==> config.mk <==
export PLATFORM = sky130hd
export DESIGN_NAME = rot_cordic_arbiter
export DESIGN_NICKNAME = d
export VERILOG_FILES = /design/src/rtl/rot_cordic_arbiter_pkg.sv /design/src/rtl/rot_tag_fifo.sv /design/src/rtl/rot_cordic_arbiter.sv
export SDC_FILE = /design/constraint.sdc
export NUM_CORES = 1
export LEC_CHECK = 0
export ABC_AREA = 0
export BUFFER_PORTS_ARGS = -buffer_cell sky130_fd_sc_hd__buf_2
export CAP_MARGIN = 30
export CORE_AREA = 3 3 150 152
export CTS_CLUSTER_DIAMETER = 50
export DETAILED_ROUTE_END_ITERATION = 8
export DIE_AREA = 0 0 153 155
export GPL_ROUTABILITY_DRIVEN = 0
export SLEW_MARGIN = 20
export SYNTH_ARGS = -nofsm -noshare
export SYNTH_HDL_FRONTEND = slang
export SYNTH_SLANG_ARGS = --single-unit
==> constraint.sdc <==
create_clock -name CLK -period 3.05 [get_ports CLK]
set_clock_uncertainty 0.2 [all_clocks]
set_input_delay 0.1525 -clock CLK [delete_from_list [all_inputs] [get_ports CLK]]
set_output_delay 0.1525 -clock CLK [all_outputs]
set_load 0.01 [all_outputs]
==> src/rtl/rot_cordic_arbiter_pkg.sv <==
// Shared constants and width helpers for the rotational CORDIC arbiter.
// Contents:
//   DEF_*      default parameter values for the arbiter
//   idx_width  index width that never collapses to zero bits
//   cnt_width  width of an occupancy counter that must reach 'depth'
package rot_cordic_arbiter_pkg;

    localparam int unsigned DEF_WORDLEN      = 16;
    localparam int unsigned DEF_N_REQ        = 3;
    localparam int unsigned DEF_MAX_INFLIGHT = 16;

    function automatic int unsigned idx_width(input int unsigned n);
        return (n > 1) ? $clog2(n) : 1;
    endfunction

    function automatic int unsigned cnt_width(input int unsigned depth);
        return $clog2(depth + 1);
    endfunction

endpackage

==> src/rtl/rot_tag_fifo.sv <==
// Synchronous FIFO holding the requester tag of each op in flight through the CORDIC.
// Ports:
//   clk, rst      rising-edge clock, asynchronous active-high reset
//   push, wdata   enqueue wdata (ignored when full)
//   pop, rdata    dequeue head (ignored when empty); rdata shows the head combinationally
//   full, empty   occupancy flags
//   count         number of stored entries
module rot_tag_fifo
    import rot_cordic_arbiter_pkg::*;
#(
    parameter int unsigned WIDTH = 2,
    parameter int unsigned DEPTH = 16
) (
    input  logic                         clk,
    input  logic                         rst,
    input  logic                         push,
    input  logic [WIDTH-1:0]             wdata,
    input  logic                         pop,
    output logic [WIDTH-1:0]             rdata,
    output logic                         full,
    output logic                         empty,
    output logic [cnt_width(DEPTH)-1:0]  count
);

    localparam int unsigned PW = idx_width(DEPTH);
    localparam int unsigned CW = cnt_width(DEPTH);
    localparam logic [PW-1:0] LAST_PTR = PW'(DEPTH - 1);
    localparam logic [CW-1:0] FULL_CNT = CW'(DEPTH);

    logic [WIDTH-1:0] mem [DEPTH];
    logic [PW-1:0]    wr_ptr;
    logic [PW-1:0]    rd_ptr;
    logic             do_push;
    logic             do_pop;

    assign full    = (count == FULL_CNT);
    assign empty   = (count == '0);
    assign do_push = push & ~full;
    assign do_pop  = pop & ~empty;
    assign rdata   = mem[rd_ptr];

    // Storage needs no reset: entries are only read once count says they are valid.
    always_ff @(posedge clk) begin
        if (do_push) begin
            mem[wr_ptr] <= wdata;
        end
    end

    always_ff @(posedge clk or posedge rst) begin
        if (rst) begin
            wr_ptr <= '0;
            rd_ptr <= '0;
            count  <= '0;
        end else begin
            if (do_push) begin
                wr_ptr <= (wr_ptr == LAST_PTR) ? '0 : wr_ptr + 1'b1;
            end
            if (do_pop) begin
                rd_ptr <= (rd_ptr == LAST_PTR) ? '0 : rd_ptr + 1'b1;
            end
            case ({do_push, do_pop})
                2'b10:   count <= count + 1'b1;
                2'b01:   count <= count - 1'b1;
                default: count <= count;
            endcase
        end
    end

endmodule

==> src/rtl/rot_cordic_arbiter.sv <==
// Shares one in-order pipelined rotational CORDIC among N_REQ column-update engines.
// Round-robin grant, one-cycle issue register, tag FIFO of ops in flight, and a
// response register that routes each CORDIC result back to its requester.
// Ports:
//   CLK, RST                        clock, asynchronous active-high reset
//   req_valid/req_ready             per-requester handshake (req_ready one-hot or zero)
//   req_opr1/req_opr2/req_theta     packed operands, requester i at [i*WORDLEN +: WORDLEN]
//   rot_valid/rot_opr1/2/rot_theta  registered issue to the CORDIC
//   rot_done/rot_out1/2             CORDIC result strobe and data
//   rsp_valid/rsp_out1/2            one-hot result strobe and shared result bus
//   busy                            ops in flight or an issue pending
//   err_unflw                       sticky: result arrived with no op in flight
module rot_cordic_arbiter
    import rot_cordic_arbiter_pkg::*;
#(
    parameter int unsigned WORDLEN      = DEF_WORDLEN,
    parameter int unsigned N_REQ        = DEF_N_REQ,
    parameter int unsigned MAX_INFLIGHT = DEF_MAX_INFLIGHT
) (
    input  logic                       CLK,
    input  logic                       RST,
    input  logic [N_REQ-1:0]           req_valid,
    output logic [N_REQ-1:0]           req_ready,
    input  logic [N_REQ*WORDLEN-1:0]   req_opr1,
    input  logic [N_REQ*WORDLEN-1:0]   req_opr2,
    input  logic [N_REQ*WORDLEN-1:0]   req_theta,
    output logic                       rot_valid,
    output logic [WORDLEN-1:0]         rot_opr1,
    output logic [WORDLEN-1:0]         rot_opr2,
    output logic [WORDLEN-1:0]         rot_theta,
    input  logic                       rot_done,
    input  logic [WORDLEN-1:0]         rot_out1,
    input  logic [WORDLEN-1:0]         rot_out2,
    output logic [N_REQ-1:0]           rsp_valid,
    output logic [WORDLEN-1:0]         rsp_out1,
    output logic [WORDLEN-1:0]         rsp_out2,
    output logic                       busy,
    output logic                       err_unflw
);

    localparam int unsigned TAG_W = idx_width(N_REQ);
    localparam int unsigned CW    = cnt_width(MAX_INFLIGHT);
    localparam logic [TAG_W-1:0] LAST_REQ = TAG_W'(N_REQ - 1);

    logic [TAG_W-1:0] ptr;
    logic [TAG_W-1:0] grant_idx;
    logic [TAG_W-1:0] head_tag;
    logic [N_REQ-1:0] grant;
    logic             accept;
    logic             pop;
    logic             fifo_full;
    logic             fifo_empty;
    logic [CW-1:0]    fifo_count;

    // Round-robin search starting at ptr. Gated on the pre-pop FIFO state, so a full
    // FIFO stalls the grant for the cycle its head is popped.
    always_comb begin
        int               cand;
        logic [TAG_W-1:0] cidx;
        grant     = '0;
        grant_idx = '0;
        accept    = 1'b0;
        cand      = 0;
        cidx      = '0;
        if (!fifo_full && !RST) begin
            for (int k = 0; k < int'(N_REQ); k++) begin
                cand = int'(ptr) + k;
                if (cand >= int'(N_REQ)) begin
                    cand = cand - int'(N_REQ);
                end
                cidx = TAG_W'(cand);
                if (!accept && req_valid[cidx]) begin
                    accept      = 1'b1;
                    grant[cidx] = 1'b1;
                    grant_idx   = cidx;
                end
            end
        end
    end

    assign req_ready = grant;
    assign pop       = rot_done & ~fifo_empty;
    assign busy      = ~fifo_empty | rot_valid;

    rot_tag_fifo #(
        .WIDTH (TAG_W),
        .DEPTH (MAX_INFLIGHT)
    ) u_tag_fifo (
        .clk   (CLK),
        .rst   (RST),
        .push  (accept),
        .wdata (grant_idx),
        .pop   (pop),
        .rdata (head_tag),
        .full  (fifo_full),
        .empty (fifo_empty),
        .count (fifo_count)
    );

    // Issue register: operands hold when nothing is accepted.
    always_ff @(posedge CLK or posedge RST) begin
        if (RST) begin
            ptr       <= '0;
            rot_valid <= 1'b0;
            rot_opr1  <= '0;
            rot_opr2  <= '0;
            rot_theta <= '0;
        end else begin
            rot_valid <= accept;
            if (accept) begin
                ptr       <= (grant_idx == LAST_REQ) ? '0 : grant_idx + 1'b1;
                rot_opr1  <= req_opr1[grant_idx*WORDLEN +: WORDLEN];
                rot_opr2  <= req_opr2[grant_idx*WORDLEN +: WORDLEN];
                rot_theta <= req_theta[grant_idx*WORDLEN +: WORDLEN];
            end
        end
    end

    // Response register: CORDIC is in-order, so the FIFO head names the owner.
    always_ff @(posedge CLK or posedge RST) begin
        if (RST) begin
            rsp_valid <= '0;
            rsp_out1  <= '0;
            rsp_out2  <= '0;
            err_unflw <= 1'b0;
        end else begin
            rsp_valid <= '0;
            if (pop) begin
                rsp_valid[head_tag] <= 1'b1;
                rsp_out1            <= rot_out1;
                rsp_out2            <= rot_out2;
            end
            if (rot_done && fifo_empty) begin
                err_unflw <= 1'b1;
            end
        end
    end

endmodule

== After elaboration in Yosys (flattened, before gate mapping) ==
Memory sizes are Yosys's and may differ from the RTL's.
Index checks and enable logic that the tools add are counted.

* Add/subtract/negate cells: 10
* Multiply operators: 0
* Div/mod/pow operators: 0
* Order comparisons: 11
* Equal/unequal tests: 6
* Shifts and indexed selects: 3
* Muxes and demuxes: 43
* Bitwise gates (word level): 8
* Reductions and logical operators: 14

{| class="wikitable"
|+ Operator list
! cell !! number
|-
| indexed part select 48 x 7 -> 16 bit || 3
|-
| 2-to-1 mux 2 bit || 11
|-
| 2-to-1 mux 3 bit || 7
|-
| 2-to-1 mux 1 bit || 15
|-
| less-than comparator 2 x 3 -> 1 bit, second input constant || 4
|-
| one-hot mux 5 bit (2 select lines) || 1
|-
| adder 4 x 1 -> 4 bit, second input constant || 2
|-
| demux 1 bit (select 2 bit) || 4
|-
| equality test 4 bit, second input constant || 2
|-
| greater-or-equal comparator 2 x 1 -> 1 bit, second input constant || 4
|-
| logical AND 1 bit || 8
|-
| 2-to-1 mux 4 bit || 2
|-
| binary-select mux 1 bit (select 2 bit) || 3
|-
| greater-or-equal comparator 3 x 2 -> 1 bit, second input constant || 2
|-
| OR 3 bit || 2
|-
| subtractor 2 bit, second input constant || 3
|-
| adder 5 x 1 -> 5 bit, second input constant || 1
|-
| equality test 5 bit, second input constant || 1
|-
| zero test 5 bit || 1
|-
| subtractor 5 x 1 -> 5 bit, second input constant || 1
|-
| equality test 2 bit, second input constant || 2
|-
| zero test 1 bit || 4
|-
| adder 2 x 1 -> 3 bit, second input constant || 1
|-
| adder 2 x 2 -> 3 bit, second input constant || 1
|-
| other kinds (7) || 10
|}

* Flip-flop bits (word level): 100
* Bits in latches: 0
* Memory bits (writable): 32
* ROM bits: 0
* Output and inout bits: 89
* Memories: 1

{| class="wikitable"
|+ Memories
! memory !! depth !! bits a word !! rd ports !! clocked after memory_dff !! wr ports !! RTL line !! RTL
|-
| u_tag_fifo.mem || 16 || 2 || 1 || 0 || 1 || rot_tag_fifo.sv:30 || <nowiki>logic [WIDTH-1:0] mem [DEPTH];</nowiki>
|}

== Logic depth before layout (Yosys ltp) ==
* Depth after elaboration: 19
* Depth in mapped cells: 17
* Depth with buffers taken out: 14

== Modules after synthesis ==
Synthesis repeated with hierarchy kept, for this count alone.

* Cells, all modules: 548
* Area, all modules: 6,243.5 µm²

{| class="wikitable"
|+ By module, submodules not included
! module !! instances !! cells each !! area an instance (µm²) !! seq. area each (µm²)
|-
| rot_cordic_arbiter || 1 || 397 || 4,072.7 || 2,177.1
|-
| rot_tag_fifo || 1 || 151 || 2,170.8 || 1,286.2
|}

== Least setup slack after synthesis ==
No wires, ideal clock.

* Path type: flip-flop to flip-flop
* Start: reg ptr[0]
* End: reg u_tag_fifo.count[4]
* Setup time: 0.123 ns
* Arrival: 2.927 ns
* Data required time: 2.727 ns
* Setup slack: -0.199 ns
* Cell stages (with the launch flop): 18
* Path buffers: 3
* Path through: dfrtp_1 > inv_1 > ha_1 > buf_4 > inv_2 > a31oi_1 > o2111a_2 > inv_2 > buf_2 > ha_1 > clkbuf_1 > xor2_1 > ha_1 > nor2b_1 > o21ai_0 > a31oi_1 > nor2_1 > xnor2_1

* Longest elaborated chain between the ends: 18
* Elaborated cells between the ends (all ways): 35
* Classes of those cells: 5 x add/sub; 3 x order compare; 2 x eq/ne; 19 x mux; 1 x bitwise; 5 x reduce/logical

{| class="wikitable"
|+ Ends and longest elaborated chain
! what !! RTL line !! RTL
|-
| from (decl) || rot_cordic_arbiter.sv:45 || <nowiki>logic [TAG_W-1:0] ptr;</nowiki>
|-
| from (signal assigned) || rot_cordic_arbiter.sv:111 || <nowiki>ptr <= (grant_idx == LAST_REQ) ? '0 : grant_idx + 1'b1;</nowiki>
|-
| parallel branches: the longest is 13 deep, another holds adder 2 x 1 -> 3 bit || -- ||
|-
| 2-to-1 mux 1 bit * || rot_cordic_arbiter.sv:72 || <nowiki>if (!accept && req_valid[cidx]) begin</nowiki>
|-
| 2-to-1 mux 1 bit * || rot_cordic_arbiter.sv:65 || <nowiki>if (!fifo_full && !RST) begin</nowiki>
|-
| AND 1 bit * || rot_tag_fifo.sv:38 || <nowiki>assign do_push = push & ~full;</nowiki>
|-
| equality test 2 x 1 -> 1 bit / equality test 2 bit (equally long branches) || rot_tag_fifo.sv:61 || <nowiki>case ({do_push, do_pop})</nowiki>
|-
| one-hot mux 5 bit (2 select lines) / nonzero test 2 bit (equally long branches) || -- ||
|-
| to (signal assigned) || rot_tag_fifo.sv:62 || <nowiki>2'b10: count <= count + 1'b1;</nowiki>
|-
| to (signal assigned) || rot_tag_fifo.sv:63 || <nowiki>2'b01: count <= count - 1'b1;</nowiki>
|-
| to (signal assigned) || rot_tag_fifo.sv:64 || <nowiki>default: count <= count;</nowiki>
|-
| to (decl) || rot_tag_fifo.sv:22 || <nowiki>output logic [cnt_width(DEPTH)-1:0] count</nowiki>
|}

Every way passes the cells marked *. The select of a mux whose other input is x is not followed.
A chain may end at the register's enable or synchronous reset.

== Worst setup path after layout ==
* Start: reg ptr[0]
* End: reg rot_opr1[5]

* Longest elaborated chain between the ends: 16
* Elaborated cells between the ends (all ways): 35
* Classes of those cells: 5 x add/sub; 3 x order compare; 1 x shift; 22 x mux; 4 x reduce/logical

{| class="wikitable"
|+ Ends and longest elaborated chain
! what !! RTL line !! RTL
|-
| parallel branches: the longest is 16 deep, another holds adder 2 x 1 -> 3 bit || -- ||
|-
| to (signal assigned) || rot_cordic_arbiter.sv:112 || <nowiki>rot_opr1 <= req_opr1[grant_idx*WORDLEN +: WORDLEN];</nowiki>
|-
| to (decl) || rot_cordic_arbiter.sv:28 || <nowiki>output logic [WORDLEN-1:0] rot_opr1,</nowiki>
|}

Parallel ways; which one is timed is not known. The select of a mux whose other input is x is not followed.

==> reports/qor.txt <==
M1 GR Usage = 22.0%
Gr ovfl total = 0
FFs w/ async S/R, synth = 75.8%
Final hold vios = 0
Chip width = 153 um
Sequential-to-total area share from yosys stat = 54.7%
Slowest-stage cell, CP = dlygate4sd3_1
Fin crit period = 2910 ps
Die Ht = 155 um
Commonest non-fill, non-tap cells in the layout = 270 x buf_2, 178 x dlygate4sd3_1, 122 x nand2_1
Number of buffers on the longest clock path = 2
Clock root cell = clkbuf_16
Hpwl dp = 13200 um
Commonest non-fill, non-tap cell in the layout = buf_2
CTS tree = yes
Drt initial violations = 359
Clock power frac = 22.0%
Flip-flop and latch count after synthesis = 132
Max incr delay on CP = 620 ps
Post-synth EDFFs = 32
Global-route met2 utilization = 29.0%
Synth Instances = 596
First-pass GRT wire length = 34800 um
Routed wire length = 22100 um
Cell Pwr Density = 868 nW/um^2
Max-cap viol count = 0
Number of H-tree levels = 4
Post-synth cell types = 51
GRT Total Usage = 18.2%
Crit share post-route = 95.3%
Syn-to-layout area delta = 64.6%
Power Total = 9.03 mW
Final Cell Area = 10400 um^2
Die area = 23700 um^2
Slew Viols, Final = 0
CP Class = reg -> reg
Placed Cells = 1107
Setup TNS = 0 ps
Status = finished, final reports clean
Core ar. = 21200 um^2
Initial antenna violation count = 0
CP Cell Sequence = inv_2 -> ha_4 -> and2_1 -> o21ai_1 -> o2111a_2 -> inv_4 -> buf_8 -> a221oi_1 -> dlygate4sd3_1 -> o2bb2ai_1
Share of power burned in registers = 32.1%
Clock transition at the registers of the reported paths = 60 ps
Sw frac = 38.9%
Maximum vdd drop = 0.437 mV
Layout cell share with drive strength beyond 1 = 33.7%
Crit start category = register
Syn Std Cell Area = 6330 um^2
Reg2Reg Depth = 10
CTS sink cnt = 132
Placed inst area = 7930 um^2
CP Capture Type = register
Total CTS buffers = 17
Post-route ant nets = 0
Main synth FF type = dfrtp_1
Leakage power = 4.73 nW
Internal power = 5.52 mW
Fmax = 344 MHz
Mapped Nets = 791
Fin nets = 1227
Vias in the first global route = 6624
Worst rel slew slack = 58.2%
WP data required = 3150 ps
CP max FO = 54
# rows = 53
Ports = 271
Starting Density = 29.9%
Routing usage on met3 = 5.59%
DR vias = 6495
Drt first pass iters = 5
Worst skew pair latency = 410 ps
Avg WL per Cell = 16.8 um
Final setup fails = 0
Worst EP arrival = 3010 ps
Worst-Margin Slew = 627 ps
Post-Layout Cell Count = 1320
DRC Markers = 0
Global routing's busiest layer = met2
Ant. Diodes = 0
Average size of a mapped cell = 10.6 um^2
IO Port Bufs = 270
Flop-to-flop setup slack = 140 ps
Net Sw Power = 3.51 mW
YS warnings = 0
Via density = 4.92
Logic gate share of total power = 45.9%
Hold Crit Class = in -> async
Largest net degree at the start of global routing = 101
==> area by class of cell <==
class	count	area, um^2
fill	1813	10700
clock buffer	21	482
multi-input combinational	405	2670
timing repair buffer	464	3300
tap	275	344
clock inverter	11	98.8
inverter	12	51.3
sequential	132	3470
==> repair_timing <==
action                                  in CTS  in global routing
gates resized for setup                      3                 18
setup buffers                                0                  3
hold endpoints to repair                   181                  0
endpoints found under the setup margin       6                 27
pin swaps                                    0                  3
hold buffers                               178                  0
==> synth_stat cells, types with 6 or more instances <==
cell type	number	area, um^2
nand2_1	122	458
nand3_1	6	30.0
o2bb2ai_1	48	420
o21ai_0	10	50.1
a21oi_1	11	55.1
mux4_2	8	180
buf_2	22	110
a221oi_1	47	412
ha_1	13	163
nor2_1	73	274
edfxtp_1	32	961
clkbuf_1	15	56.3
dfrtp_1	100	2500
inv_1	9	33.8
nand2b_1	7	43.8
==> metal layers <==
metal  share of wire, %  wire (um)
met1                 40       8920
met2                 46      10300
met5                  0          0
met4                5.1       1140
met3                8.1       1780
==> critical path, delay by kind of cell, from the launching register on <==
| kind | cells | cell delay, ps |
|---|---|---|
| buf+inv | 4 | 960 |
| compound gates | 4 | 770 |
| fa+ha+maj | 1 | 230 |
| simple gates | 1 | 170 |
| flops | 1 | 450 |
==> registers in the layout, indices dropped and copies added, names as in the netlist <==
name	cells
u_tag_fifo.mem	32
err_unflw	1
rsp_valid	3
u_tag_fifo.rd_ptr	4
rsp_out1	16
rot_theta	16
rsp_out2	16
u_tag_fifo.count	5
rot_valid	1
ptr	2
u_tag_fifo.wr_ptr	4
rot_opr2	16
rot_opr1	16
==> power groups by stage <==
stage	Clock, mW	Sequential (mW)	Combinational, mW
2_1_floorplan	0	2.96	2.36
4_1_cts	2.05	2.88	3.95
6_report	1.99	2.90	4.15
3_3_place_gp	0	2.89	3.59
5_1_grt	2.13	2.98	4.54
3_5_place_dp	0	2.91	3.62
==> path summary, 6_finish.rpt <==
check	startpoint	endpoint
worst max-delay path	ptr[0]	rot_opr1[5]
worst min-delay path	RST	err_unflw
worst max register to register	ptr[0]	rot_opr1[5]
worst min register to register	err_unflw	err_unflw
max in group asynchronous	RST	rot_opr1[10]
min in group CLK	err_unflw	err_unflw
==> cells by family (layout without fill, tap and decap cells) <==
group / after synthesis / after routing / synth area share [%]
adders and majority gates: 13 / 13 / 2.57
DFF: 132 / 132 / 54.7
xor gates and xnor gates: 8 / 8 / 1.11
muxes: 10 / 10 / 3.18
and+or+nand+nor: 230 / 230 / 15.3
AOI/OAI and AO/OA: 144 / 144 / 18.5
buffers and inverters: 59 / 508 / 4.65
==> stage by stage <==
step,hold slack (ps),setup slack [ps],utilization (%)
after floorplan,57.9,-9.82,-
after global placement,142,-7.93,37.5
after detailed placement,147,-57.9,37.5
after CTS,243,7.88,48.7
after global routing,269,-35.3,49.2
final,213,143,49.2
Note: power is estimated with default switching activity, not from simulation.
